$ cat src/rtl/fp_result_fifo.sv
// fp_result_fifo: first-word-fall-through buffer for adder sums with sticky overflow flag.
// Define FP_RESULT_FIFO_NAN_DETECT_EN to tag NaN entries and drive nanOut for the head word.
module fp_result_fifo #(
    parameter int DEPTH      = 16,
    parameter int DATA_WIDTH = 32
) (
    input  logic                       clkIn,
    input  logic                       rstIn,
    input  logic [DATA_WIDTH-1:0]      dataIn,
    input  logic                       validIn,
    output logic [DATA_WIDTH-1:0]      dataOut,
    output logic                       validOut,
    input  logic                       readyIn,
    output logic [$clog2(DEPTH):0]     countOut,
    output logic                       overflowOut,
    output logic                       nanOut
);
    localparam int AW = $clog2(DEPTH);
    localparam logic [AW:0] FULL = (AW+1)'(DEPTH);

    logic [DATA_WIDTH-1:0] r_mem [DEPTH];
    logic [AW-1:0]         r_wr_ptr;
    logic [AW-1:0]         r_rd_ptr;
    logic [AW:0]           r_count;
    logic                  r_overflow;
    logic                  w_full;
    logic                  w_pop;
    logic                  w_push;

    always_comb begin
        validOut    = r_count != '0;
        w_full      = r_count == FULL;
        w_pop       = validOut && readyIn;
        w_push      = validIn && (!w_full || w_pop);
        dataOut     = validOut ? r_mem[r_rd_ptr] : '0;
        countOut    = r_count;
        overflowOut = r_overflow;
    end

    // Storage is deliberately left out of reset; validOut masks stale contents.
    always_ff @(posedge clkIn) begin
        if (!rstIn && w_push) r_mem[r_wr_ptr] <= dataIn;
    end

    always_ff @(posedge clkIn) begin
        if (rstIn) begin
            r_wr_ptr   <= '0;
            r_rd_ptr   <= '0;
            r_count    <= '0;
            r_overflow <= 1'b0;
        end else begin
            if (w_push) r_wr_ptr <= r_wr_ptr + 1'b1;
            if (w_pop) r_rd_ptr <= r_rd_ptr + 1'b1;
            r_count <= r_count + (AW+1)'(w_push) - (AW+1)'(w_pop);
            if (validIn && !w_push) r_overflow <= 1'b1;
        end
    end

`ifdef FP_RESULT_FIFO_NAN_DETECT_EN
    logic r_tag [DEPTH];

    always_ff @(posedge clkIn) begin
        if (!rstIn && w_push) r_tag[r_wr_ptr] <= (&dataIn[30:23]) && (|dataIn[22:0]);
    end

    always_comb nanOut = validOut && r_tag[r_rd_ptr];
`else
    always_comb nanOut = 1'b0;
`endif
endmodule

$ cat config.mk
export PLATFORM = sky130hd
export DESIGN_NAME = fp_result_fifo
export DESIGN_NICKNAME = d
export VERILOG_FILES = /design/src/rtl/fp_result_fifo.sv
export SDC_FILE = /design/constraint.sdc
export NUM_CORES = 1
export LEC_CHECK = 0
export ABC_CLOCK_PERIOD_IN_PS = 5400
export CORE_AREA = 2 2 229 231
export DETAILED_ROUTE_END_ITERATION = 6
export DIE_AREA = 0 0 231 233
export MAX_ROUTING_LAYER = met4
export PLACE_DENSITY_LB_ADDON = 0.25
export SETUP_SLACK_MARGIN = 0.15
export SKIP_LAST_GASP = 1
export SLEW_MARGIN = 5
export SYNTH_ARGS = -nofsm -noshare
export SYNTH_HDL_FRONTEND = slang
export SYNTH_SLANG_ARGS = --single-unit
export TNS_END_PERCENT = 5
$ cat constraint.sdc
create_clock -name clkIn -period 5.4 [get_ports clkIn]
set_clock_uncertainty 0.1 [all_clocks]
set_input_delay 1.08 -clock clkIn [delete_from_list [all_inputs] [get_ports clkIn]]
set_output_delay 1.08 -clock clkIn [all_outputs]
set_load 0.01 [all_outputs]
# After elaboration in Yosys (flattened, before gate mapping)
# Memory sizes are Yosys's and may differ from the RTL's. A register that Yosys moved wholly into a read port is not among the register bits.
# Index checks and enable logic that the tools add are counted.
[op_classes] muxes=5 eq_ne=1 n_reduce_logical=9 n_addsub=4
[ops] cell="$mux W32" count=1
[ops] cell="$add A4 B1 Y4 const B" count=2
[ops] cell="$mux W4" count=2
[ops] cell="$add A5 B1 Y5" count=1
[ops] cell="$eq A5 B5 Y1 const B" count=1
[ops] cell="$reduce_bool A5 Y1" count=1
[ops] cell="$sub A5 B1 Y5" count=1
[ops] cell="$logic_and A1 B1 Y1" count=4
[ops] cell="$logic_not A1 Y1" count=3
[ops] cell="$mux W1" count=2
[ops] cell="$logic_or A1 B1 Y1" count=1
[totals] reg_bits=14 wordCells=24 n_memories=1 out_inout_bits=40 ramBits=512 in_bits=36
[memory_table] memory="r_mem" words=16 width=32 read_ports=1 rd_ports_with_merged_regs=1 write_ports=1 line_no="21" source="logic [DATA_WIDTH-1:0] r_mem [DEPTH];"

# Logic depth before layout (Yosys ltp)
[logic_depth] ltp_word=7 mapped_depth=15 ltp_nobuf=14

# Worst setup path before layout
# OpenSTA, ideal clock, no wires.
[synth_path] path_kind="input port to flip-flop" start="input readyIn" end="memory r_mem[3][0] (enable)" setup_ps=461 arrival_time_ps=3889 required_ps=4839 n_path_buf=0 path_stages=4 setup_slack_ps=950 path_cell_list="nor2b_1 > a211oi_1 > nand2_1 > nor3_1"
[synth_between] elab_chain_cells=6
[synth_lines] item="start: declaration" line_no="13" source="input logic readyIn,"
[synth_lines] item="$logic_and A1 B1 Y1" line_no="33" source="w_pop = validOut && readyIn;"
[synth_lines] item="$logic_or A1 B1 Y1" line_no="34" source="w_push = validIn && (!w_full || w_pop);"
[synth_lines] item="$logic_and A1 B1 Y1" line_no="34"
[synth_lines] item="$logic_and A1 B1 Y1" line_no="42" source="if (!rstIn && w_push) r_mem[r_wr_ptr] <= dataIn;"
[synth_lines] item="$mux W1" line_no="42"
[synth_lines] item="$mux W1 (implied by the code)" line_no="42"
[synth_lines] item="end: declaration" line_no="21"
# Every way passes these cells.

# Final worst setup path
[layout_path] start="register r_count[2] (netlist: countOut[2])" end="output dataOut[30]"
[layout_between] elab_chain_cells=2
[layout_lines] item="start: declaration" line_no="24" source="logic [AW:0] r_count;"
[layout_lines] item="start signal: assignment" line_no="54" source="r_count <= r_count + (AW+1)'(w_push) - (AW+1)'(w_pop);"
[layout_lines] item="$reduce_bool A5 Y1" line_no="31" source="validOut = r_count != '0;"
[layout_lines] item="$mux W32" line_no="35" source="dataOut = validOut ? r_mem[r_rd_ptr] : '0;"
[layout_lines] item="end: declaration" line_no="11" source="output logic [DATA_WIDTH-1:0] dataOut,"
# Every way passes these cells.

==> implementation parameters <==
Parameter                              Value

Route
  # DRC    0
  Initial DRT Pass Iterations    5
  Violation count after the first detailed-route iteration    904
  Vias after detailed routing    about 10000
  Average detailed-routed wire length per instance    roughly 25 um
  Post-detailed-routing wire length    45600 um
  Antenna Nets Post-Route    0
  Routed vias/inst    5.42

Global route
  Global routing met2 resource utilization    27.4%
  Total GRT Usage    between 10% and 20%
  Total gr overflow    0
  Maximum number of pins on one net before global-route repair    45
  Most Crowded Layer GR    met2
  Met1 global-route usage    24.5%
  Via count of the first global-routing pass    10300
  Antenna violations before repair    2
  Global Route met3 Usage    2.94%
  First-pass GRT wire length    67500 um

STA
  Final hold violations    0
  Upper clock frequency limit    219 MHz
  Slew @ Worst Pin    0.888 ns
  Max_slew headroom    40.8%
  Sum of negative setup slack    0 ns
  Final slew viol count    0
  Post-route minimum period    4.56 ns
  Unrepaired setup endpoints after global routing    false
  Worst Hold Margin    ~0.40 ns
  Final period util    between 80% and 90%
  Setup-failing EPs final    0

Clock network
  Clock tree buffer depth    3
  Number of clock sinks seen by CTS    530
  CTS-repair resized insts    0
  Cts bufs inserted    53
  H-Tree Depth    2
  Quantity of hold-fixing buffers added after cts    0
  Clock-pin slew reported for the worst setup and hold paths after clock tree synthesis    0.06 ns
  Clock latency on the worst-skew pair    between 0.5 and 0.6 ns
  Buffer cell driving the clock tree root    clkbuf_16
  Setup fix buffers added after clock tree synthesis    0
  TritonCTS clock tree    yes

Floorplan
  Boundary pin count    76
  Die footprint    about 0.054 mm2
  FP Rows    between 80 and 90
  Die outline height    roughly 230 um
  Placeable core region    0.0511 mm2
  Starting density of the core    between 30 and 40%
  Die Span X    231 um

Placed design
  Port buffer count    74
  Number of placed instances, taps included    approximately 1700
  Placer's final routability congestion estimate    0.748
  Detailed Place HPWL    26100 um

Synth
  Simple-gate share of the synthesized area    2.46%
  Post-synthesis instance area    0.0204 mm2
  Netlist cell types    38
  Post-synthesis sequential area ratio    77.1%
  Mux share of post-synthesis cell area    13.4%
  Synthesis-stage register bit count    530
  Complex-gate fraction of the synthesized area    4.25%
  Largest family of logic cells by synthesized area    multiplexers
  Syn_area_per_cell    20.2 um2
  Yosys synthesis warning count    0
  Net Count, Synth    1060
  Adder and majority gate portion of the synthesized area    less than 1%
  Post-synthesis xor/xnor area fraction    0.343%
  Gate count of the mapped netlist    1012

Final layout
  Layout cells sized above 1    17.0%
  Filler Cell Count    roughly 4300
  Commonest non-fill, non-tap cell in the layout    edfxtp_1
  NumNets Final    1172
  Commonest non-fill, non-tap cells in the layout    512 x edfxtp_1, 129 x mux2i_1, 74 x clkdlybuf4s50_1
  Post-Layout Cell Count    1844
  Area growth, synth to finish    16.9%
  Final cell utilization of the core    46.7%

Setup path
  Chain of cells forming the critical path    inv_1 -> ha_1 -> or4b_1 -> nor2b_4 -> buf_4 -> and3_1 -> a221o_1 -> clkdlybuf4s50_1
  Capturing point of the worst reg2reg path    countOut[4]$_SDFF_PP0_
  Crit path capture type    primary output
  Critical-path maximum fanout    20
  Register-to-register setup slack    2.25 ns
  Slowest stage cell, crit path    nor2b_4
  Data required time of the worst path    4.22 ns
  Largest incremental delay on the critical path    0.64 ns
  Reg-to-reg startpoint    countOut[2]$_SDFF_PP0_
  Critical Setup Path Class    reg -> out
  R2R depth    13
  Startpoint type of the worst setup path    register
  Arrival time at the worst endpoint    3.38 ns

Run status
  Status    finished clean

Pwr
  Leakage    0.00735 uW
  Peak supply drop    about 0.23 mV
  Power per cell area    around 440 mW/mm2

Hold path
  Hold path startpoint    r_rd_ptr[1]$_SDFFE_PP0P_
  Number of cells traversed by the worst hold path    2
  Worst hold path type    reg -> reg

Run
  Maximum capacitance violations    0
-- through the flow --
stage               total power [uW]  setup slack (ns)  instance area [um2]
floorplan                       6210             0.950                20400
global placement                7200              1.38                22300
detailed placement              7210              1.35                22300
CTS                            10500             0.766                23800
global route                   10800             0.639                23800
finish                         10400             0.839                23800
-- layer usage --
layer / wire length [um] / part of all wire (%) / vias to the layer above
li1: - / - / 4402
met1: 20300 / 45 / 5201
met2: 21700 / 47 / 336
met3: 2780 / 6.1 / 60
met4: 876 / 1.9 / 0
met5: 0 / 0 / -
-- how the worst max path moves through the flow --
| stage | startpoint | endpoint |
|---|---|---|
| after floorplan | readyIn | r_mem[3][0]$_DFFE_PP_ |
| after global placement | rstIn | r_mem[10][10]$_DFFE_PP_ |
| after detailed placement | rstIn | r_mem[10][10]$_DFFE_PP_ |
| after CTS | countOut[3]$_SDFF_PP0_ | dataOut[30] |
| after global routing | countOut[2]$_SDFF_PP0_ | dataOut[30] |
| final | countOut[2]$_SDFF_PP0_ | dataOut[30] |
-- critical path, delay by kind of cell, from the launching register on --
family | cells | cell delay [ns]
and+or+nand+nor | 3 | 1.15
buffers and inverters | 3 | 0.96
DFF | 1 | 0.36
adders and majority gates | 1 | 0.21
AOI/OAI and AO/OA | 1 | 0.12
-- registers in the layout, indices dropped and copies added (netlist names), named ones only --
register / cells
r_mem: 512
overflowOut: 1
countOut: 5
r_wr_ptr: 4
r_rd_ptr: 4
-- final cells by class --
cell class	instances	area [um2]	area share, %
multi-input cells	412	4470	18.8
repair buffers	116	1210	5.06
clock buffers	67	1380	5.78
diodes	2	5.00	0.0210
clock inverters	26	141	0.593
well taps	680	851	3.57
flip-flops and latches	530	15700	66.0
inverters	11	41.3	0.173
-- kinds of logic (layout without fill, tap and decap cells) --
| logic type | count (synthesis) | in the layout |
|---|---|---|
| buffers and inverters | 70 | 220 |
| flip-flops | 530 | 530 |
| other | 1 | 3 |
| XOR/XNOR | 8 | 8 |
| AO/OA/AOI/OAI | 106 | 106 |
| AND/OR/NAND/NOR | 92 | 92 |
| adder cells (fa/ha/maj) | 12 | 12 |
| multiplexers | 193 | 193 |
-- where the power goes --
part	switching (uW)	leakage, uW	internal (uW)
Sequential	122	0.00476	4590
Clock	1470	0.000739	1840
Combinational	1150	0.00185	1230
-- synthesized netlist by cell type (all sizes together) --
master	instances	share of area, %
edfxtp	512	75
mux2i	129	6.3
a22oi	64	2.4
mux4	64	7.1
and3	34	1.1
a221o	32	1.6
buf	32	0.93
clkbuf	27	0.50
nor2	25	0.46
dfxtp	18	1.8
ha	11	0.67
inv	11	0.20
nand2	8	0.15
nor2b	7	0.25
nand3	5	0.12
nor3	5	0.12
xor2	5	0.21
a21oi	3	0.074
nand2b	3	0.092
xnor2	3	0.13
a211oi	2	0.074
nor3b	2	0.074
a21o	1	0.037
a31oi	1	0.031
and2	1	0.031
conb	1	0.018
fa	1	0.098
o211ai	1	0.037
o21ai	1	0.025
o21bai	1	0.037
or3b	1	0.043
or4b	1	0.049
Power figures use the tool's default switching activity.
